--- src/rtl/nv_nvdla_mcif_pkg.sv ---
// Shared constants and field layouts for the MCIF write ingress path.
package nv_nvdla_mcif_pkg;

    localparam int CID_W     = 3;
    localparam int AXI_LEN_W = 2;
    localparam int CQ_PD_W   = AXI_LEN_W + 1;

    localparam logic [CID_W-1:0] CID_BDMA = 3'd0;
    localparam logic [CID_W-1:0] CID_SDP  = 3'd1;
    localparam logic [CID_W-1:0] CID_PDP  = 3'd2;
    localparam logic [CID_W-1:0] CID_CDP  = 3'd3;
    localparam logic [CID_W-1:0] CID_RBK  = 3'd4;

    typedef struct packed {
        logic [AXI_LEN_W-1:0] len;
        logic                 require_ack;
    } cq_pd_t;

endpackage

--- src/rtl/nv_nvdla_mcif_wrr_arb.sv ---
// Weighted round-robin pick among write clients.
// A client keeps the grant for weight+1 consecutive commits while it requests.
module nv_nvdla_mcif_wrr_arb
    import nv_nvdla_mcif_pkg::*;
#(
    parameter int NCLI = 5
) (
    input  logic               clk,
    input  logic               rst_n,
    input  logic [NCLI-1:0]    req,
    input  logic [NCLI*8-1:0]  weight,
    input  logic               commit,
    output logic               win_vld,
    output logic [CID_W-1:0]   win
);

    logic [CID_W-1:0] ptr;
    logic [7:0]       wcnt;
    logic [CID_W:0]   pos;

    always_comb begin
        win_vld = |req;
        win     = ptr;
        pos     = '0;
        if (!(req[ptr] && wcnt != 8'd0)) begin
            // Descending scan so the nearest client after ptr wins; ptr is last.
            for (int i = NCLI; i >= 1; i--) begin
                pos = {1'b0, ptr} + (CID_W+1)'(i);
                if (pos >= (CID_W+1)'(NCLI)) pos = pos - (CID_W+1)'(NCLI);
                if (req[pos[CID_W-1:0]]) win = pos[CID_W-1:0];
            end
        end
    end

    always_ff @(posedge clk or negedge rst_n) begin
        if (!rst_n) begin
            ptr  <= CID_W'(NCLI - 1);
            wcnt <= '0;
        end else if (commit) begin
            if (win == ptr && wcnt != 8'd0) begin
                wcnt <= wcnt - 8'd1;
            end else begin
                ptr  <= win;
                wcnt <= weight[int'(win)*8 +: 8];
            end
        end
    end

endmodule

--- src/rtl/nv_nvdla_mcif_write_ig_arb.sv ---
// MCIF write ingress: WRR client pick, context-queue push, AW register
// and outstanding-beat credit counter fed back from egress.
module nv_nvdla_mcif_write_ig_arb
    import nv_nvdla_mcif_pkg::*;
#(
    parameter int NCLI = 5,
    parameter int AW   = 64,
    parameter int OSW  = 9
) (
    input  logic                   nvdla_core_clk,
    input  logic                   nvdla_core_rstn,
    input  logic [NCLI-1:0]        req_pvld,
    output logic [NCLI-1:0]        req_prdy,
    input  logic [NCLI*AW-1:0]     req_addr,
    input  logic [NCLI*2-1:0]      req_len,
    input  logic [NCLI-1:0]        req_require_ack,
    input  logic [7:0]             reg2dp_wr_os_cnt,
    input  logic [NCLI*8-1:0]      reg2dp_wr_weight,
    output logic                   cq_wr_pvld,
    input  logic                   cq_wr_prdy,
    output logic [CID_W-1:0]       cq_wr_thread_id,
    output logic [CQ_PD_W-1:0]     cq_wr_pd,
    output logic                   aw_pvld,
    input  logic                   aw_prdy,
    output logic [CID_W-1:0]       aw_id,
    output logic [AW-1:0]          aw_addr,
    output logic [AXI_LEN_W-1:0]   aw_len,
    input  logic                   eg2ig_axi_vld,
    input  logic [AXI_LEN_W-1:0]   eg2ig_axi_len,
    output logic                   os_idle,
    output logic                   os_err
);

    localparam int CW = OSW + 1;

    logic                 win_vld;
    logic [CID_W-1:0]     win;
    logic [AXI_LEN_W-1:0] win_len;
    logic [AW-1:0]        win_addr;
    logic                 win_ack;
    logic                 ok;
    logic                 slot_free;
    logic                 commit;
    logic [OSW-1:0]       os_cnt;
    logic [CW-1:0]        inc;
    logic [CW-1:0]        dec;
    logic [CW-1:0]        sum;
    logic [CW-1:0]        nxt;
    logic                 under;
    logic                 over;
    cq_pd_t               pd;

    nv_nvdla_mcif_wrr_arb #(.NCLI(NCLI)) u_arb (
        .clk     (nvdla_core_clk),
        .rst_n   (nvdla_core_rstn),
        .req     (req_pvld),
        .weight  (reg2dp_wr_weight),
        .commit  (commit),
        .win_vld (win_vld),
        .win     (win)
    );

    assign win_len  = req_len[{win, 1'b0} +: AXI_LEN_W];
    assign win_addr = req_addr[int'(win)*AW +: AW];
    assign win_ack  = req_require_ack[win];

    // Credit check uses the registered count only; same-cycle returns wait.
    assign ok = ({1'b0, os_cnt} + CW'(win_len) + CW'(1))
             <= (CW'(reg2dp_wr_os_cnt) + CW'(1));

    assign slot_free  = !aw_pvld | aw_prdy;
    assign cq_wr_pvld = win_vld & ok & slot_free;
    assign commit     = cq_wr_pvld & cq_wr_prdy;
    assign req_prdy   = commit ? (NCLI'(1) << win) : '0;

    assign pd.len          = win_len;
    assign pd.require_ack  = win_ack;
    assign cq_wr_pd        = pd;
    assign cq_wr_thread_id = win;

    assign inc   = commit ? CW'(win_len) + CW'(1) : '0;
    assign dec   = eg2ig_axi_vld ? CW'(eg2ig_axi_len) + CW'(1) : '0;
    assign sum   = {1'b0, os_cnt} + inc;
    assign under = dec > sum;
    assign nxt   = sum - dec;
    assign over  = !under & nxt[OSW];

    always_ff @(posedge nvdla_core_clk or negedge nvdla_core_rstn) begin
        if (!nvdla_core_rstn) begin
            os_cnt <= '0;
            os_err <= 1'b0;
        end else begin
            if (under)     os_cnt <= '0;
            else if (over) os_cnt <= '1;
            else           os_cnt <= nxt[OSW-1:0];
            if (under | over) os_err <= 1'b1;
        end
    end

    always_ff @(posedge nvdla_core_clk or negedge nvdla_core_rstn) begin
        if (!nvdla_core_rstn) begin
            aw_pvld <= 1'b0;
            aw_id   <= '0;
            aw_addr <= '0;
            aw_len  <= '0;
        end else if (commit) begin
            aw_pvld <= 1'b1;
            aw_id   <= win;
            aw_addr <= win_addr;
            aw_len  <= win_len;
        end else if (aw_prdy) begin
            aw_pvld <= 1'b0;
        end
    end

    assign os_idle = (os_cnt == '0) & !aw_pvld;

endmodule

--- config.mk ---
export PLATFORM = sky130hd
export DESIGN_NAME = nv_nvdla_mcif_write_ig_arb
export DESIGN_NICKNAME = d
export VERILOG_FILES = /design/src/rtl/nv_nvdla_mcif_pkg.sv /design/src/rtl/nv_nvdla_mcif_wrr_arb.sv /design/src/rtl/nv_nvdla_mcif_write_ig_arb.sv
export SDC_FILE = /design/constraint.sdc
export NUM_CORES = 1
export LEC_CHECK = 0
export CORE_AREA = 3 3 183 185
export DETAILED_ROUTE_END_ITERATION = 7
export DIE_AREA = 0 0 186 188
export GPL_ROUTABILITY_DRIVEN = 0
export MAX_ROUTING_LAYER = met4
export PLACE_DENSITY = 0.63
export REMOVE_ABC_BUFFERS = 1
export SETUP_SLACK_MARGIN = 0.4
export SLEW_MARGIN = 10
export SYNTH_ARGS = -nofsm -noshare
export SYNTH_HDL_FRONTEND = slang
export SYNTH_HIERARCHICAL = 1
export SYNTH_SLANG_ARGS = --single-unit
--- constraint.sdc ---
create_clock -name nvdla_core_clk -period 12.35 [get_ports nvdla_core_clk]
set_input_delay 3.705 -clock nvdla_core_clk [delete_from_list [all_inputs] [get_ports nvdla_core_clk]]
set_output_delay 3.705 -clock nvdla_core_clk [all_outputs]
set_load 0.005 [all_outputs]
# Yosys cells after proc, flatten, opt, wreduce, memory -nomap -nowiden

Index checks and enable logic that the tools add are counted.

Flip-flop bits (word level): 91
Output and inout bits: 84
Bits of input ports: 395

Bitwise operators: 8
Eq/ne operators: 1
Shifts and indexed selects: 4
Muxes and demuxes: 38
Reduce and logical (&&, ||, !) cells: 9
$add $sub $neg: 18
$lt $le $gt $ge: 14

Operators by type and width:

| operator                                                                             | count |
|---|---|
| 320-bit by 10-bit variable part select with 64-bit output                            | 1 |
| 3-bit 2-to-1 mux                                                                     | 18 |
| 40-bit by 7-bit variable part select with 8-bit output                               | 1 |
| 3-bit by 4-bit less-than comparator with 1-bit output (second input constant)        | 7 |
| 1-bit binary-select mux with 3-bit select                                            | 7 |
| 4-bit by 3-bit greater-or-equal comparator with 1-bit output (second input constant) | 5 |
| 9-bit 2-to-1 mux                                                                     | 2 |
| 3-bit subtractor (second input constant)                                             | 5 |
| 10-bit by 1-bit adder with 10-bit output (second input constant)                     | 1 |
| 9-bit by 2-bit adder with 10-bit output                                              | 1 |
| 9-bit by 3-bit adder with 10-bit output                                              | 1 |
| 3-bit by 10-bit greater-than comparator with 1-bit output                            | 1 |
| 10-bit by 9-bit <= comparator with 1-bit output                                      | 1 |
| 10-bit by 5-bit variable part select with 2-bit output                               | 1 |
| 10-bit by 3-bit subtractor with 10-bit output                                        | 1 |
| 8-bit by 1-bit adder with 9-bit output (second input constant)                       | 1 |
| 9-bit zero test                                                                      | 1 |
| 1-bit 2-to-1 mux                                                                     | 9 |
| 3-bit by 2-bit adder with 4-bit output (second input constant)                       | 2 |
| 3-bit by 3-bit adder with 4-bit output (second input constant)                       | 2 |
| 8-bit 2-to-1 mux                                                                     | 1 |
| 8-bit nonzero test                                                                   | 1 |
| 8-bit by 1-bit subtractor with 8-bit output (second input constant)                  | 1 |
| 2-bit by 1-bit adder with 3-bit output (second input constant)                       | 2 |
| 12 further kinds                                                                     | 19 |

# Longest topological paths before layout

Gate-level depths: netlist (run 1).

Depth in word-level cells: 26
Depth in mapped cells: 43
Mapped depth without buffers: 39

# By module

The synthesis (run 1) kept the hierarchy.

Modules (own cells, without submodules):

| module                     | times used | cells each | seq. area each (um^2) | area an instance (um^2) |
|---|---|---|---|---|
| nv_nvdla_mcif_write_ig_arb | 1          | 643        | 2001.9                | 6769.0 |
| nv_nvdla_mcif_wrr_arb      | 1          | 320        | 276.5                 | 2497.4 |

# Worst setup path before layout (run 1)

No wires, ideal clock.

Path type: in2out
Start point: input req_pvld[1]
End point: output req_prdy[0]
Path slack: -0.256 ns
Stages on the path: 28
Buffers on the path: 6
Required time: 8.645 ns
Arrival: 8.901 ns
Path through: clkbuf_1 mux2i_1 o22ai_1 or3_1 and4_1 a41oi_2 a21oi_2 a21oi_2 buf_6 buf_6 clkbuf_1 mux4_2 inv_1 o21ai_0 ha_1 nor2b_1 o21ai_1 nor2_1 nand3_1 xnor2_1 ha_1 a21o_1 a21oi_1 a21oi_4 nor2_2 buf_6 buf_6 nor4b_1

Word-level cells in the longest chain between the ends: 16
Elaborated cells on any way between the ends: 29
Those cells by class: add/sub: 2; order compare: 1; shift: 2; mux: 19; bitwise: 3; reduce/logical: 2

Ends and longest elaborated chain:

| what                                                       | RTL line                         | RTL |
|---|---|---|
| from (decl)                                                | nv_nvdla_mcif_write_ig_arb.sv:12 | `input logic [NCLI-1:0] req_pvld,` |
| 1-bit binary-select mux with 3-bit select                  | nv_nvdla_mcif_wrr_arb.sv:30      | `if (req[pos[CID_W-1:0]]) win = pos[CID_W-1:0];` |
| 1-bit 2-to-1 mux (implied by the code)                     | nv_nvdla_mcif_wrr_arb.sv:30      |  |
| 3-bit 2-to-1 mux (5 in series)                             | nv_nvdla_mcif_wrr_arb.sv:30      |  |
| 3-bit 2-to-1 mux (*)                                       | nv_nvdla_mcif_wrr_arb.sv:25      | `if (!(req[ptr] && wcnt != 8'd0)) begin` |
| named net cq_wr_thread_id[1]                               | nv_nvdla_mcif_write_ig_arb.sv:21 | `output logic [CID_W-1:0] cq_wr_thread_id,` |
| 10-bit by 5-bit variable part select with 2-bit output (*) | nv_nvdla_mcif_write_ig_arb.sv:63 | `assign win_len = req_len[{win, 1'b0} +: AXI_LEN_W];` |
| named net cq_wr_pd[2]                                      | nv_nvdla_mcif_write_ig_arb.sv:22 | `output logic [CQ_PD_W-1:0] cq_wr_pd,` |
| 9-bit by 2-bit adder with 10-bit output (*)                | nv_nvdla_mcif_write_ig_arb.sv:68 | `assign ok = ({1'b0, os_cnt} + CW'(win_len) + CW'(1))` |
| 10-bit by 1-bit adder with 10-bit output (*)               | nv_nvdla_mcif_write_ig_arb.sv:68 |  |
| 10-bit by 9-bit <= comparator with 1-bit output (*)        | nv_nvdla_mcif_write_ig_arb.sv:69 | `<= (CW'(reg2dp_wr_os_cnt) + CW'(1));` |
| 1-bit AND (*) (2 in series)                                | nv_nvdla_mcif_write_ig_arb.sv:72 | `assign cq_wr_pvld = win_vld & ok & slot_free;` |
| 1-bit AND (*)                                              | nv_nvdla_mcif_write_ig_arb.sv:73 | `assign commit = cq_wr_pvld & cq_wr_prdy;` |
| named net commit                                           | nv_nvdla_mcif_write_ig_arb.sv:43 | `logic commit;` |
| 5-bit 2-to-1 mux (*)                                       | nv_nvdla_mcif_write_ig_arb.sv:74 | `assign req_prdy = commit ? (NCLI'(1) << win) : '0;` |
| to (decl)                                                  | nv_nvdla_mcif_write_ig_arb.sv:13 | `output logic [NCLI-1:0] req_prdy,` |

The timed path passes the listed nets; every way through them passes the cells marked *. The select of a mux whose other input is x is not followed.

# Worst setup path after layout (run 1)

Start point: input req_pvld[3]
End point: output req_prdy[4]

Word-level cells in the longest chain between the ends: 16
Elaborated cells on any way between the ends: 29
Those cells by class: add/sub: 2; order compare: 1; shift: 2; mux: 19; bitwise: 3; reduce/logical: 2

Ends and longest elaborated chain:

| what                                                   | RTL line |
|---|---|
| 1-bit binary-select mux with 3-bit select              | nv_nvdla_mcif_wrr_arb.sv:30 |
| 1-bit 2-to-1 mux (implied by the code)                 | nv_nvdla_mcif_wrr_arb.sv:30 |
| 3-bit 2-to-1 mux (5 in series)                         | nv_nvdla_mcif_wrr_arb.sv:30 |
| 3-bit 2-to-1 mux                                       | nv_nvdla_mcif_wrr_arb.sv:25 |
| 10-bit by 5-bit variable part select with 2-bit output | nv_nvdla_mcif_write_ig_arb.sv:63 |
| 9-bit by 2-bit adder with 10-bit output                | nv_nvdla_mcif_write_ig_arb.sv:68 |
| 10-bit by 1-bit adder with 10-bit output               | nv_nvdla_mcif_write_ig_arb.sv:68 |
| 10-bit by 9-bit <= comparator with 1-bit output        | nv_nvdla_mcif_write_ig_arb.sv:69 |
| 1-bit AND (2 in series)                                | nv_nvdla_mcif_write_ig_arb.sv:72 |
| 1-bit AND                                              | nv_nvdla_mcif_write_ig_arb.sv:73 |
| 5-bit 2-to-1 mux (*)                                   | nv_nvdla_mcif_write_ig_arb.sv:74 |

Every way passes the cells marked *; elsewhere a longest branch is shown, timed or not. The select of a mux whose other input is x is not followed.

==> reports/metrics.yaml, run 1 <==
path_class: "in -> out"
ios: 479
cp.required_ns: 8.64
row_count: 66
most-common-layout-cells: "clkdlybuf4s50_1, nand2_1, dfrtp_1, inv_1, o21ai_0"
cts_tree: "yes"
synth-edff-count: 0
layout-drive-gt1-share_pct: 21.1
clkTransAtPathRegs_ns: 0.08
critPathMaxStageDelay_ns: 0.54
hold_viol: 0
grt_pass1_wl_mm: 64.2
drtIter0Drc: 523
post-route-drc-count: 0
yosys_warnings: 6
syn_area_per_cell_um2: 9.62
yosysTopAreaCell: "dfrtp_1"
final_common_cell: "clkdlybuf4s50_1"
synth.top_cell.area_share_pct: 24.3
max_slew_margin_pct: 42.0
grt_use_total_pct: 25.4
fin_area_um2: 15300
ys_seq_area_share_pct: 24.6
setup_violations: 0
num_vias: 9642
dp_hpwl_mm: 35.0
drtAntennaViolNets: 0
chipHeight_um: 188
dp_slack_ns: -0.681
synth_area_um2: 9270
cp_common_cell: "buf_6"
fp.coreArea_um2: 32200
grt_pass1_vias: 10100
clock_latency_ns: 0.35
final.setup.worst_slack_ns: 0.349
die-area_um2: 35000
synth_cells: 963
grt_start_max_net_pins: 67
yosys-top-cells-area: "dfrtp_1, mux4_2, mux2_2, ha_1, o21ai_0"
start_util_pct: 28.8
p_total_uw: 6350
rrSetupSlack_ns: 2.92
yosys.cell_types.count: 94
irDropWorstVdd_v: 0.000343
area_growth_pct: 65.4
clockBufferDepth: 2
drv_slew: 0
p_leak_uw: 0.00617
postSynth.asyncResetShare_pct: 100
n_fill_cell: 3053
cts_sinks: 91
path_delay_family: "compound AO/OA/AOI/OAI gates"
die_w_um: 186
max_freq_mhz: 83.3
startpoint_type: "primary input"
rsz0062_at_grt: "yes"
status: "finished, final reports clean"
maxCapViolCount: 0
critPathArrivalTime_ns: 8.30
cp_max_fo: 6
cp-end-kind: "primary output"
fin_crit_ns: 12.00
dr.pass1.iters: 5
hp-class: "reg -> reg"
nets: 1891
root_buffer: "clkbuf_16"
h-tree-depth: 3
antenna_found_initial: 21
grt_remaining_overflow: 0
path_buf_inv: 7
cts_buffers: 9
worst_pin_slew_ns: 0.870
fin_crit_sh_pct: 97.2
io_buffers: 478
drt-wirelength-per-cell_um: 23.1
slowest_stage: "mux4_2"
totalWireLength_mm: 43.8
finalClockSkew_ns: 0.0144
dpl_cell_area_um2: 14600
yosys_register_bits: 91
vias_per_cell: 5.10
ys.flop_type: "dfrtp_1"
powerDensity_nw_per_um2: 414
through the flow:
step | utilization, % | setup TNS [ns] | hold slack, ns | std cells
5_1_grt | 47.6 | 0 | 0.504 | 1890
4_1_cts | 46.9 | 0 | 0.489 | 1862
3_5_place_dp | 45.3 | -3.56 | 0.457 | 1834
6_report | 47.6 | 0 | 0.483 | 1890
2_1_floorplan | - | -435.61 | 0.465 | 897
3_3_place_gp | 45.3 | -3.01 | 0.457 | 1834
cell type report:
cell class | instances | area, µm² | share of cell area (%)
Multi-Input combinational cell | 712 | 6460 | 42.1
Timing Repair Buffer | 550 | 5370 | 35.0
Sequential cell | 91 | 2280 | 14.9
Tap cell | 408 | 510 | 3.33
Inverter | 94 | 353 | 2.30
Clock buffer | 11 | 233 | 1.52
Clock inverter | 4 | 76.3 | 0.498
Antenna cell | 20 | 50.0 | 0.326
layer usage:
layer	wire length [µm]	up-vias	track usage, %
met5	0	-	-
met4	1100	0	6.27
met3	4490	49	11.4
met2	21500	322	41.5
met1	16600	4745	28.6
li1	-	4526	-
cells by family (layout without fill, tap and decap cells):
family          Yosys count  after routing  synth area share, %
compound gates          223            223                 16.1
xor+xnor                 30             30                 2.92
fa+ha+maj                38             38                 5.46
buf+inv                 160            659                 7.79
flops                    91             91                 24.6
mux                     167            167                 29.1
other cells               0             20                    0
simple gates            254            254                 14.1
power breakdown:
group          internal (µW)  total (µW)  switching, µW
registers                471         615            144
clock network            177         308            131
logic                   2760        5430           2670
total                   3410        6350           2940
cells in the mapped netlist (4+ instances only):
master and number:
clkbuf_1 22, or2_1 4, a21o_1 5, buf_2 28
nor2_2 4, xnor2_1 20, nand2b_1 17, nor2b_1 14
inv_1 93, o21ai_0 85, o22ai_1 11, a22o_1 4
mux2_2 50, nor4b_1 4, o211ai_1 10, nor3_1 7
ha_1 34, or3_1 4, fa_1 4, dfrtp_1 90
xor2_1 9, a21oi_2 4, nor2_1 40, a211oi_1 7
mux2i_1 25, nand3_1 16, a31oi_1 6, nand4_1 6
and2_1 8, o21ai_1 10, buf_4 5, mux2_4 21
nand2_1 94, a21oi_1 29, buf_6 9, mux4_2 68
and3_1 9
repair_timing:
action / in CTS / in global routing
setup endpoints to repair: 6 / 6
buffers inserted: 13 / 8
hold buffers: 0 / 0
cloned: 0 / 0
pin swaps: 23 / 32
resized for setup: 74 / 30
path summary, 6_finish.rpt:
kind / start / end / depth (start not counted)
min in group asynchronous: nvdla_core_rstn / aw_addr[0] / 1
worst min register to register: os_err / os_err / 1
worst max-delay path: req_pvld[3] / req_prdy[4] / 26
max in group asynchronous: nvdla_core_rstn / aw_addr[23] / 2
worst max register to register: u_arb/ptr[1] / os_err / 34
worst min-delay path: os_err / os_err / 1
registers in the layout, summed over array words and instances, names as in the netlist:
| signal | flops |
|---|---|
| aw_pvld | 1 |
| aw_addr | 64 |
| os_err | 1 |
| aw_len | 2 |
| aw_id | 3 |
| u_arb/wcnt | 8 |
| os_cnt | 9 |
| u_arb/ptr | 3 |
Power figures use the tool's default switching activity.
==> run 2, diff against run 1 <==
--- a/config.mk
+++ b/config.mk
@@ -5,15 +5,15 @@
 export SDC_FILE = /design/constraint.sdc
 export NUM_CORES = 1
 export LEC_CHECK = 0
-export CORE_AREA = 3 3 183 185
+export CORE_AREA = 2 2 187 189
 export DETAILED_ROUTE_END_ITERATION = 7
-export DIE_AREA = 0 0 186 188
+export DIE_AREA = 0 0 189 191
 export GPL_ROUTABILITY_DRIVEN = 0
 export MAX_ROUTING_LAYER = met4
-export PLACE_DENSITY = 0.63
+export PLACE_DENSITY = 0.6
 export REMOVE_ABC_BUFFERS = 1
 export SETUP_SLACK_MARGIN = 0.4
-export SLEW_MARGIN = 10
+export SLEW_MARGIN = 20
 export SYNTH_ARGS = -nofsm -noshare
 export SYNTH_HDL_FRONTEND = slang
 export SYNTH_HIERARCHICAL = 1
==> run 2 against run 1 <==
Cell count increased by 2.7%. Combinational power about the same. Worst setup slack worse by 0.069 ns. Non-clock buffer count rose by 5. Flip-flop and latch count unchanged. Critical path type unchanged. Largest power group unchanged.
==> reports/metrics.yaml, run 2 (synthesis gave the netlist of run 1 again) <==
status: "finished, final reports clean"
dr.pass1.iters: 5  # unchanged
path_class: "in -> out"
cts_tree: "yes"
h-tree-depth: 3  # unchanged
num_vias: 9711  # +0.72%
fin_crit_ns: 12.07  # +0.0693 ns
antenna_found_initial: 17  # -19%
startpoint_type: "primary input"
die-area_um2: 36100  # +3.2%
nets: 1896  # +0.26%
dp_slack_ns: -0.735  # -0.0542 ns
worst_r2r_endpoint: "os_err"
critPathMaxStageDelay_ns: 0.58  # +0.04 ns
die_w_um: 189  # +1.6%
grt_pass1_wl_mm: 62.1  # -3.2%
drt-wirelength-per-cell_um: 21.7  # -6.4%
drtAntennaViolNets: 0  # unchanged
hold_depth: 1  # unchanged
cp_max_fo: 6  # unchanged
io_buffers: 478  # unchanged
post-route-drc-count: 0  # unchanged
worst_pin_slew_ns: 0.746  # -0.124 ns
chipHeight_um: 191  # +1.6%
fin_crit_sh_pct: 97.7  # +0.56 points
rr_worst_depth: 35  # +2.9%
drtIter0Drc: 516  # -1.3%
critPathArrivalTime_ns: 8.37  # +0.07 ns
ios: 479  # unchanged
rr_startpoint: "u_arb/ptr[1]"
hp-class: "reg -> reg"
hold_path_end: "os_err"
cp_common_cell: "inv_2"
row_count: 68  # +3.0%
max_freq_mhz: 82.8  # -0.57%
rrSetupSlack_ns: 2.64  # -0.28 ns
irDropWorstVdd_v: 0.000306  # -11%
setup_violations: 0  # unchanged
holdBufCountCts: 0  # unchanged
powerDensity_nw_per_um2: 413  # -0.39%
cp-end-kind: "primary output"
finalClockSkew_ns: 0.0134  # -0.000925 ns
p_leak_uw: 0.00619  # +0.26%
area_growth_pct: 66.2
cts_buffers: 9  # unchanged
drv_slew: 0  # unchanged
hold_viol: 0  # unchanged
grt_start_max_net_pins: 52  # -22%
fp.coreArea_um2: 34100  # +5.9%
min_from: "os_err"
cp.required_ns: 8.64  # about the same
root_buffer: "clkbuf_16"
clockBufferDepth: 2  # unchanged
vias_per_cell: 5.00  # -1.9%
slowest_stage: "fa_2"
largest_register_ffs: 64  # unchanged
max_slew_margin_pct: 50.3  # +8.3 points
grt_remaining_overflow: 0  # unchanged
final_common_cell: "clkdlybuf4s50_1"
totalWireLength_mm: 42.0  # -3.9%
layout-drive-gt1-share_pct: 21.4  # +0.32 points
clock_latency_ns: 0.35  # about the same
whs_ns: 0.480  # -0.00352 ns
cts_sinks: 91  # unchanged
grt_use_total_pct: 23.5  # -1.9 points
clkTransAtPathRegs_ns: 0.07  # about the same
maxCapViolCount: 0  # unchanged
dp_hpwl_mm: 33.4  # -4.6%
reg_top3: "aw_addr x64, os_cnt x9, u_arb/wcnt x8"
rsz0062_at_grt: "yes"
grt_pass1_vias: 10000  # -1.1%
final.setup.worst_slack_ns: 0.279  # -0.0693 ns
most-common-layout-cells: "clkdlybuf4s50_1, nand2_1, dfrtp_1, inv_1, o21ai_0"
start_util_pct: 27.2  # -1.6 points
largest-register: "aw_addr"
-- run 2: cell count changes in the layout (fill, tap and decap cells not counted), sizes merged --
cell,previous run,this run
bufinv,2,1
buf,80,87
dlygate4sd2,1,0
clkbuf,12,11
diode,20,18
inv,94,96
clkinv,1,2
clkdlybuf4s15,2,1
-- run 2: power by group --
| part | internal [µW] | switching (µW) | total (µW) |
|---|---|---|---|
| clock | 160 | 137 | 296 |
| combinational | 2760 | 2690 | 5450 |
| sequential | 471 | 144 | 615 |
-- run 2: worst max-delay path by stage --
| stage | startpoint | end | slack, ns | depth (start not counted) |
|---|---|---|---|---|
| CTS | req_pvld[3] | req_prdy[4] | 0.27 | 27 |
| finish | req_pvld[2] | req_prdy[0] | 0.28 | 25 |
| global placement | req_pvld[3] | req_prdy[4] | -0.65 | 25 |
| detailed placement | req_pvld[3] | req_prdy[4] | -0.73 | 25 |
| global route | req_pvld[1] | req_prdy[3] | 0.11 | 28 |
| floorplan | req_pvld[2] | req_prdy[1] | -7.77 | 22 |
-- run 2: final cells by class --
cell class,instances,area [µm²]
fill,3305,18700
multi-input combinational,712,6470
timing repair buffer,555,5390
sequential,91,2280
tap,455,569
inverter,94,353
clock buffer,10,229
clock inverter,6,72.6
antenna,18,45.0
-- run 2: worst max-delay path, delay by kind of cell --
kind                     cells  cell delay [ns]
buffers and inverters        7             0.77
AO/OA/AOI/OAI                7             0.96
multiplexers                 3             1.09
AND/OR/NAND/NOR              5             0.92
adder cells (fa/ha/maj)      3             0.91
-- run 2: per-layer routing --
layer  GRT usage, %  vias up  part of all wire [%]  wire [µm]
met1           27.3     4800                    40      16700
met4           5.26        0                   1.7        697
met5              -        -                     0          0
li1               -     4536                     -          -
met3           8.21       39                   8.7       3640
met2           39.1      336                    50      21000
-- run 2: timing repair --
item	CTS	global route
setup buffers	15	4
gates cloned	1	0
pin swaps	34	21
setup endpoints to repair	6	6
gates resized for setup	88	14
-- run 2: per-stage QoR --
stage	cell area, µm²	util, %	TNS [ns]	total power (µW)	instances
6_report	15400	45.2	0	6360	1941
5_1_grt	15400	45.1	0	6890	1940
4_1_cts	15300	44.8	0	6320	1919
3_5_place_dp	14700	43.1	-3.68	5760	1887
3_3_place_gp	14700	43.1	-3.13	5710	1887
2_1_floorplan	8900	-	-435.61	4260	897
